### config.mk
export PLATFORM = sky130hd
export DESIGN_NAME = neurotransmitter_controller_flat
export DESIGN_NICKNAME = d
export VERILOG_FILES = /design/src/rtl/neurotransmitter_controller_pkg.sv /design/src/rtl/neurotransmitter_controller_if.sv /design/src/rtl/neurotransmitter_controller_nt_accumulator.sv /design/src/rtl/neurotransmitter_controller.sv /design/src/flat_wrapper.sv
export SDC_FILE = /design/constraint.sdc
export NUM_CORES = 1
export LEC_CHECK = 0
export ABC_AREA = 0
export CAP_MARGIN = 20
export CORE_ASPECT_RATIO = 0.5
export CORE_UTILIZATION = 65
export DETAILED_ROUTE_END_ITERATION = 8
export PLACE_DENSITY = 0.88
export SYNTH_ARGS = -nofsm -noshare
export SYNTH_HDL_FRONTEND = slang
export SYNTH_SLANG_ARGS = --single-unit
### constraint.sdc
create_clock -name clk -period 10.63 [get_ports clk]
set_clock_uncertainty 0.15 [all_clocks]
set_input_delay 2.126 -clock clk [delete_from_list [all_inputs] [get_ports clk]]
set_output_delay 2.126 -clock clk [all_outputs]
set_load 0.01 [all_outputs]
### src/rtl/neurotransmitter_controller_pkg.sv
// Shared constants for the neurotransmitter controller: level field offsets,
// input bit positions and the delta term helper.
package neurotransmitter_controller_pkg;

  localparam int ACC_W_DEF    = 6;
  localparam int BASELINE_DEF = 16;
  localparam int LVL_W        = 2;

  localparam int CORT_LSB = 0;
  localparam int DOP_LSB  = 2;
  localparam int GABA_LSB = 4;
  localparam int NE_LSB   = 6;
  localparam int SER_LSB  = 8;

  localparam int EMO_HAPPY     = 0;
  localparam int EMO_EXCITED   = 1;
  localparam int EMO_STRESSED  = 2;
  localparam int EMO_NERVOUS   = 3;
  localparam int EMO_BORED     = 4;
  localparam int EMO_ANGRY     = 5;
  localparam int EMO_CALM      = 6;
  localparam int EMO_APATHETIC = 7;

  localparam int STIM_HUNGRY   = 11;
  localparam int STIM_STARVING = 12;
  localparam int STIM_TIRED    = 13;

  localparam int ACT_ASLEEP = 0;

  typedef logic signed [5:0] delta_t;

  function automatic delta_t term(input logic en, input delta_t weight);
    return en ? weight : '0;
  endfunction

endpackage

### src/rtl/neurotransmitter_controller_if.sv
// Update strobe, behaviour inputs and level outputs of the controller.
interface neurotransmitter_controller_if;

  logic        tick;
  logic [7:0]  action;
  logic [15:0] stimuli;
  logic [7:0]  emotional_state;
  logic [9:0]  neurotransmitter_level;
  logic        update_done;

  modport master (
    output tick, action, stimuli, emotional_state,
    input  neurotransmitter_level, update_done
  );

  modport slave (
    input  tick, action, stimuli, emotional_state,
    output neurotransmitter_level, update_done
  );

endinterface

### src/rtl/neurotransmitter_controller_nt_accumulator.sv
// One saturating accumulator: applies a signed delta on tick, or decays one
// step toward BASELINE when the delta is zero.
module nt_accumulator #(
  parameter int ACC_W    = 6,
  parameter int BASELINE = 16
) (
  input  logic              clk,
  input  logic              rst,
  input  logic              tick,
  input  logic signed [5:0] delta,
  output logic [1:0]        level
);

  localparam int              SUM_W   = ACC_W + 2;
  localparam logic [ACC_W-1:0] ACC_MAX = '1;
  localparam logic [ACC_W-1:0] BASE    = ACC_W'(BASELINE);

  logic [ACC_W-1:0]        acc_q, acc_d;
  logic signed [SUM_W-1:0] sum;

  // Sum is kept two bits wider so both overflow and underflow are visible to the clamp.
  always_comb begin
    sum   = $signed({2'b00, acc_q}) + SUM_W'(delta);
    acc_d = acc_q;
    if (tick) begin
      if (delta != '0) begin
        if (sum < 0)
          acc_d = '0;
        else if (sum > $signed({2'b00, ACC_MAX}))
          acc_d = ACC_MAX;
        else
          acc_d = sum[ACC_W-1:0];
      end else if (acc_q < BASE) begin
        acc_d = acc_q + ACC_W'(1);
      end else if (acc_q > BASE) begin
        acc_d = acc_q - ACC_W'(1);
      end
    end
  end

  always_ff @(posedge clk) begin
    if (rst) acc_q <= BASE;
    else     acc_q <= acc_d;
  end

  assign level = acc_q[ACC_W-1:ACC_W-2];

endmodule

### src/rtl/neurotransmitter_controller.sv
// Maps behaviour inputs to per-neurotransmitter deltas and drives five
// saturating accumulators; levels are the top two bits of each.
module neurotransmitter_controller
  import neurotransmitter_controller_pkg::*;
#(
  parameter int ACC_W    = ACC_W_DEF,
  parameter int BASELINE = BASELINE_DEF
) (
  input logic                          clk,
  input logic                          rst,
  neurotransmitter_controller_if.slave nt
);

  logic       asleep, hungry, starving, tired;
  logic [7:0] emo;
  delta_t     d_cort, d_dop, d_gaba, d_ne, d_ser;
  logic [9:0] lvl;
  logic       update_done_q, update_done_d;
  logic       unused_bits;

  // Emotions are masked while asleep; the asleep terms themselves still apply.
  always_comb begin
    asleep   = nt.action[ACT_ASLEEP];
    hungry   = nt.stimuli[STIM_HUNGRY];
    starving = nt.stimuli[STIM_STARVING];
    tired    = nt.stimuli[STIM_TIRED];
    emo      = asleep ? 8'h00 : nt.emotional_state;

    d_cort = term(hungry, 6'sd2) + term(starving, 6'sd4)
           + term(emo[EMO_STRESSED], 6'sd1) + term(asleep, -6'sd2);
    d_dop  = term(emo[EMO_HAPPY], 6'sd2) + term(emo[EMO_EXCITED], 6'sd1)
           + term(emo[EMO_BORED], -6'sd2) + term(emo[EMO_APATHETIC], -6'sd1);
    d_gaba = term(asleep, 6'sd2) + term(emo[EMO_CALM], 6'sd1)
           + term(emo[EMO_NERVOUS], -6'sd2) + term(emo[EMO_STRESSED], -6'sd1);
    d_ne   = term(emo[EMO_ANGRY], 6'sd2) + term(emo[EMO_EXCITED], 6'sd1)
           + term(emo[EMO_NERVOUS], 6'sd2) + term(asleep, -6'sd3)
           + term(tired, -6'sd1);
    d_ser  = term(emo[EMO_HAPPY], 6'sd2) + term(emo[EMO_CALM], 6'sd1)
           + term(starving, -6'sd2) + term(tired, -6'sd1)
           + term(emo[EMO_APATHETIC], -6'sd2);

    update_done_d = nt.tick;
  end

  nt_accumulator #(.ACC_W(ACC_W), .BASELINE(BASELINE)) u_cort (
    .clk(clk), .rst(rst), .tick(nt.tick), .delta(d_cort), .level(lvl[CORT_LSB +: LVL_W])
  );
  nt_accumulator #(.ACC_W(ACC_W), .BASELINE(BASELINE)) u_dop (
    .clk(clk), .rst(rst), .tick(nt.tick), .delta(d_dop), .level(lvl[DOP_LSB +: LVL_W])
  );
  nt_accumulator #(.ACC_W(ACC_W), .BASELINE(BASELINE)) u_gaba (
    .clk(clk), .rst(rst), .tick(nt.tick), .delta(d_gaba), .level(lvl[GABA_LSB +: LVL_W])
  );
  nt_accumulator #(.ACC_W(ACC_W), .BASELINE(BASELINE)) u_ne (
    .clk(clk), .rst(rst), .tick(nt.tick), .delta(d_ne), .level(lvl[NE_LSB +: LVL_W])
  );
  nt_accumulator #(.ACC_W(ACC_W), .BASELINE(BASELINE)) u_ser (
    .clk(clk), .rst(rst), .tick(nt.tick), .delta(d_ser), .level(lvl[SER_LSB +: LVL_W])
  );

  always_ff @(posedge clk) begin
    if (rst) update_done_q <= 1'b0;
    else     update_done_q <= update_done_d;
  end

  assign nt.neurotransmitter_level = lvl;
  assign nt.update_done            = update_done_q;

  assign unused_bits = ^{nt.action[7:1], nt.stimuli[10:0], nt.stimuli[15:14]};

endmodule

### src/flat_wrapper.sv
// flat-port wrapper written by rule: the top's interface ports become plain ports
module neurotransmitter_controller_flat import neurotransmitter_controller_pkg::*;
#(
  parameter int ACC_W    = ACC_W_DEF,
  parameter int BASELINE = BASELINE_DEF
)
  (clk, rst, nt_tick, nt_action, nt_stimuli, nt_emotional_state, nt_neurotransmitter_level, nt_update_done);
  neurotransmitter_controller_if nt_i ();
  input logic clk;
  input logic rst;
  input wire logic [$bits(nt_i.tick)-1:0] nt_tick;
  input wire logic [$bits(nt_i.action)-1:0] nt_action;
  input wire logic [$bits(nt_i.stimuli)-1:0] nt_stimuli;
  input wire logic [$bits(nt_i.emotional_state)-1:0] nt_emotional_state;
  output wire logic [$bits(nt_i.neurotransmitter_level)-1:0] nt_neurotransmitter_level;
  output wire logic [$bits(nt_i.update_done)-1:0] nt_update_done;
  assign nt_i.tick = nt_tick;
  assign nt_i.action = nt_action;
  assign nt_i.stimuli = nt_stimuli;
  assign nt_i.emotional_state = nt_emotional_state;
  assign nt_neurotransmitter_level = nt_i.neurotransmitter_level;
  assign nt_update_done = nt_i.update_done;
  neurotransmitter_controller #(.ACC_W(ACC_W), .BASELINE(BASELINE)) u_core (.clk(clk), .rst(rst), .nt(nt_i));
endmodule
==> impl_metrics.yaml, run 1 <==
worst_setup_path:
  crit_path_start_kind: "input pin"
  slowest_stage: "clkdlybuf4s50_1"
  cp-end-kind: "register"
  crit_required_ps: 10670
  slowest_delay_ps: 940
  cp_max_fo: 17
  crit_type: "input pin to register"
  crit_path_frequent_cell: "ha_1"
  path_cells: "clkdlybuf4s50_1 > clkinv_1 > nand2_1 > xnor2_1 > ha_1 > ha_1 > fa_1 > ha_1 > a21oi_1 > xnor2_1 > inv_1 > ha_1 > or2_2 > o22a_1 > and3_1 > nor3_1 > o21ai_0 > a311oi_1"
  arrival_ps: 7380
clock_tree:
  cts_tree: "done"
  postCtsHoldBufs: 0
  clk_pin_slew_ps: 50
  cts_root_buffer: "clkbuf_16"
  post-cts-setup-buffers: 0
  clk-insertion-delay-late_ps: 280
  cts_resized: 0
  clock_sinks: 31
  cts.path.max_buffers: 2
  htreeDepth: 2
  numCtsBuffers: 5
floorplan:
  die_height_um: 64.6
  num_rows: 22
  core-area_sq_um: 7460
  die_area_sq_um: 8200
  pin_count: 46
  start_util: 0.682
  die_x_um: 127
finish:
  nNetsFinal: 775
  fin_util: 0.738
  synthToLayoutAreaGrowth_pct: 8.17
  drive_gt1_frac: 0.0478
  antenna_cells: 0
synthesis:
  synthXorXnorAreaFrac: 0.0652
  synth_flop_cell: "dfxtp_1"
  synthMostInstantiatedCell: "ha_1"
  yosysTopAreaCell: "ha_1"
  netlist_area_sq_um: 5090
  synth_edf_count: 0
  ys_types: 71
  synth_cells: 639
  synth_fa_ha_area_frac: 0.258
  syn-num-nets: 767
  synth-seq-cells: 31
  synth_simple_gate_area_share: 0.190
  syn_area_per_cell_sq_um: 7.96
  yosys-top-cells-area: "ha_1 (18%), dfxtp_1 (12%), fa_1 (7.9%), xnor2_1 (5.0%), a21oi_1 (4.4%)"
  synth_top_family_by_area: "compound AO/OA/AOI/OAI gates"
  synth-seq-area-share: 0.122
  yosys-top-cells-count: "ha_1 (73), inv_1 (53), nor2_1 (51)"
  synth_compound_area_frac: 0.287
  synthMuxAreaShare: 0.00812
  synth_top_area_frac: 0.180
  async_flop_share: 0
  ys_warn_count: 0
placed_design:
  gp_congestion: 0.887
  io_buffers: 25
  dp_hpwl_um: 9330
routing:
  vias: 4776
  drtPass1Iterations: 5
  drtIter0Drc: 253
  routedWlPerCell_um: 16.1
  post-route-drc-count: 0
  final_antenna_net_count: 0
  routed_wl_um: 12200
  vias_per_cell: 6.32
power:
  ir_worst_vdd_mv: 0.103
  p_sw_frac: 0.455
  seqPwrFrac: 0.186
  intPower_uw: 534
  leakagePower_nw: 2.40
  comb_power_share: 0.655
  p_switching_uw: 446
  clkPwrFrac: 0.159
  power_density_nw_per_um2: 178
sta:
  max_freq_mhz: 136
  setup_violations: 0
  tns_ps: 0
  slew_headroom: 0.458
  finalCritPeriodShare: 0.691
  hold_viol_final: 0
  worst_pin_slew_ps: 810
  min_period_ps: 7340
  rsz0062_at_grt: "false"
  slew_viol_final: 0
grt:
  grt_pass1_vias: 4626
  grt_max_degree: 31
  track_usage: 0.314
  antenna_found_initial: 0
  grt_pass1_wl_um: 20800
  overflow: 0
min_path:
  hold_class: "register to register"
run:
  drv_cap: 0
status:
  status: "complete, no violations"
[placed cells by master, fill, tap and decap left out, drive strengths merged, types with 8 or more instances in the layout]
cell            n
a211oi         19
a21o           20
a21oi          45
a31oi           9
clkdlybuf4s50  25
dfxtp          31
fa             20
ha             73
inv            53
nand2          25
nand2b         22
nor2           51
nor2b          11
nor3           20
o21a            8
o21ai          45
or2            10
xnor2          30
[metal layers]
metal | wire, um | vias up | track usage
li1 | - | 2356 | -
met1 | 5350 | 2219 | 0.383
met2 | 5860 | 162 | 0.563
met3 | 685 | 39 | 0.0545
met4 | 265 | 0 | 0.109
met5 | 0 | - | 0
[power by group through the flow]
| stage | logic (mW) | registers (mW) | clock network [mW] |
|---|---|---|---|
| floorplan | 0.512 | 0.170 | 0 |
| global placement | 0.601 | 0.183 | 0 |
| detailed placement | 0.625 | 0.183 | 0 |
| CTS | 0.633 | 0.181 | 0.156 |
| global route | 0.718 | 0.187 | 0.162 |
| finish | 0.641 | 0.183 | 0.156 |
[critical path: cells and delay by family]
kind | cells | cell delay (ps)
fa+ha+maj | 5 | 1270
simple gates | 4 | 1200
buf+inv | 3 | 1540
compound gates | 4 | 880
xor+xnor | 2 | 330
[layout make-up]
cell class                 count  area (sq um)
fill                         579          1960
timing repair buffer          27           265
inverter                      55           206
multi-input combinational    527          4110
sequential                    31           621
clock inverter                 1          7.51
clock buffer                   7           153
tap                          108           135
[sequential cells by signal (all words and copies together) (netlist names)]
signal                 count
u_core.u_cort.acc_q        6
u_core.u_dop.acc_q         6
u_core.u_gaba.acc_q        6
u_core.u_ne.acc_q          6
u_core.u_ser.acc_q         6
u_core.nt.update_done      1
[logic make-up (layout without fill, tap and decap cells)]
logic type | Yosys count | count (layout)
AO/OA/AOI/OAI | 213 | 213
AND/OR/NAND/NOR | 180 | 180
adder cells (fa/ha/maj) | 93 | 93
buffers and inverters | 81 | 90
XOR/XNOR | 37 | 37
flip-flops | 31 | 31
multiplexers | 4 | 4
[path summary, 6_finish.rpt]
path                           from                      to  slack, ps  depth (start not counted)
max reg2reg   u_core.u_dop.acc_q[0]   u_core.u_dop.acc_q[4]       7630                          9
min          u_core.u_gaba.acc_q[3]  u_core.u_gaba.acc_q[3]        400                          2
min reg2reg  u_core.u_gaba.acc_q[3]  u_core.u_gaba.acc_q[3]        400                          2
max                    nt_action[0]    u_core.u_ne.acc_q[1]       3290                         18
[stage by stage]
stage	instance area, sq um	setup slack, ps	instances	hold WS [ps]	total power, mW
after floorplan	5090	4650	639	344	0.682
after global placement	5340	3230	748	383	0.784
after detailed placement	5340	3060	748	383	0.808
after CTS	5500	3320	756	392	0.970
after global routing	5500	2930	756	427	1.07
final	5500	3290	756	405	0.980
No activity file was read; power rests on OpenSTA's default activity.
==> run 2, diff against run 1 <==
--- a/config.mk
+++ b/config.mk
@@ -8,9 +8,9 @@
 export ABC_AREA = 0
 export CAP_MARGIN = 20
 export CORE_ASPECT_RATIO = 0.5
-export CORE_UTILIZATION = 65
+export CORE_UTILIZATION = 60
 export DETAILED_ROUTE_END_ITERATION = 8
-export PLACE_DENSITY = 0.88
+export PLACE_DENSITY = 0.82
 export SYNTH_ARGS = -nofsm -noshare
 export SYNTH_HDL_FRONTEND = slang
 export SYNTH_SLANG_ARGS = --single-unit
==> constraint.sdc (replaced) <==
create_clock -name clk -period 7.5 [get_ports clk]
set_clock_uncertainty 0.15 [all_clocks]
set_input_delay 1.5 -clock clk [delete_from_list [all_inputs] [get_ports clk]]
set_output_delay 1.5 -clock clk [all_outputs]
set_load 0.01 [all_outputs]
==> impl_metrics.yaml, run 2 (synthesized netlist as in run 1, its figures left out) <==
status:
  status: "complete, no violations"
clock_tree:
  cts_resized: 0
  htreeDepth: 2
  cts.path.max_buffers: 2
  post-cts-setup-buffers: 0
  clk-insertion-delay-late_ps: 290
  clock_sinks: 31
  clk_pin_slew_ps: 60
  cts_root_buffer: "clkbuf_16"
  cts_tree: "done"
  numCtsBuffers: 5
  postCtsHoldBufs: 0
routing:
  routed_wl_um: 11600
  drtPass1Iterations: 5
  final_antenna_net_count: 0
  drtIter0Drc: 288
  vias_per_cell: 6.19
  vias: 4719
  routedWlPerCell_um: 15.3
  post-route-drc-count: 0
grt:
  antenna_found_initial: 0
  grt_max_degree: 31
  overflow: 0
  track_usage: 0.277
  grt_pass1_vias: 4433
  grt_pass1_wl_um: 20000
worst_setup_path:
  crit_path_frequent_cell: "ha_1"
  cp_max_fo: 17
  slowest_delay_ps: 490
  crit_buf_inv: 4
  crit_required_ps: 7550
  arrival_ps: 6250
  crit_family: "adder cells"
  crit_path_start_kind: "input pin"
  slowest_stage: "nor3_1"
  path_cells: "clkdlybuf4s50_1 > buf_4 > clkinv_1 > nand2_1 > xnor2_1 > ha_1 > ha_1 > fa_1 > ha_1 > a21oi_1 > xnor2_1 > inv_1 > ha_1 > or2_2 > o22a_1 > and3_1 > nor3_1 > o21ai_0 > a311oi_1"
  crit_type: "input pin to register"
  cp-end-kind: "register"
sta:
  tns_ps: 0
  worst_pin_slew_ps: 635
  slew_headroom: 0.573
  setup_violations: 0
  min_period_ps: 6200
  max_freq_mhz: 161
  slew_viol_final: 0
  finalCritPeriodShare: 0.826
  setup_ws_ps: 1300
  rsz0062_at_grt: "false"
  hold_viol_final: 0
power:
  leakagePower_nw: 2.40
  p_sw_frac: 0.460
  comb_power_share: 0.659
  clkPwrFrac: 0.152
  ir_worst_vdd_mv: 0.131
  p_switching_uw: 629
  power_density_nw_per_um2: 248
  seqPwrFrac: 0.189
  intPower_uw: 737
placed_design:
  dp_slack_ps: 1070
  io_buffers: 25
  gp_congestion: 0.893
  dp_hpwl_um: 9160
floorplan:
  pin_count: 46
  die_area_sq_um: 8870
  start_util: 0.627
  die_height_um: 67.1
  core-area_sq_um: 8120
  num_rows: 23
  die_x_um: 132
finish:
  drive_gt1_frac: 0.0508
  antenna_cells: 0
  synthToLayoutAreaGrowth_pct: 8.27
  nNetsFinal: 777
  final_common_cell: "ha_1"
  final_cell_mix: "ha_1 (73), inv_1 (53), nor2_1 (51)"
  fillCellCount: 702
min_path:
  hold_class: "register to register"
run:
  drv_cap: 0
[run 2: cell count changes in the layout (fill, tap and decap cells not counted), sizes merged]
cell      before  now
clkbuf         7    5
buf            2    4
clkinvlp       1    2
clkinv         2    3
[run 2: path summary, 6_finish.rpt]
kind	from	endpoint	slack, ps	depth (start not counted)
worst max-delay path	nt_action[0]	u_core.u_ne.acc_q[0]	1300	19
worst min-delay path	u_core.u_ne.acc_q[2]	u_core.u_ne.acc_q[2]	400	2
worst max register to register	u_core.u_dop.acc_q[0]	u_core.u_dop.acc_q[4]	4510	9
worst min register to register	u_core.u_ne.acc_q[2]	u_core.u_ne.acc_q[2]	400	2
[run 2: power by group through the flow]
stage / logic, mW / clock network [mW] / registers [mW]
after floorplan: 0.726 / 0 / 0.241
after global placement: 0.855 / 0 / 0.260
after detailed placement: 0.883 / 0 / 0.260
after CTS: 0.891 / 0.210 / 0.257
after global routing: 1.01 / 0.219 / 0.265
final: 0.900 / 0.207 / 0.258
[run 2: worst min-delay path: stages (launching register included)]
cell      delay [ps]
dfxtp_1          350
nor2_1           110
a311oi_1          50
[run 2: stage by stage]
step	cells	hold WS, ps	power, mW	util	instance area, sq um
after detailed placement	754	393	1.14	0.661	5360
after CTS	762	403	1.36	0.679	5510
final	762	404	1.37	0.679	5510
after floorplan	639	344	0.967	-	5090
after global placement	754	383	1.11	0.661	5360
after global routing	762	440	1.49	0.679	5510
[run 2: area by class of cell]
| type | instances | area (sq um) | share of cell area |
|---|---|---|---|
| sequential | 31 | 621 | 0.113 |
| timing repair buffer | 29 | 280 | 0.0509 |
| multi-input combinational | 527 | 4110 | 0.747 |
| clock buffer | 5 | 125 | 0.0227 |
| tap | 112 | 140 | 0.0254 |
| inverter | 55 | 206 | 0.0375 |
| clock inverter | 3 | 20.0 | 0.00364 |
[run 2: layer usage]
layer  global-route usage  up-vias  routed length (um)
li1                     -     2370                   -
met1                0.352     2225                5450
met2                0.499      110                5470
met3               0.0426       14                 591
met4               0.0761        0                 129
met5                    0        -                   0
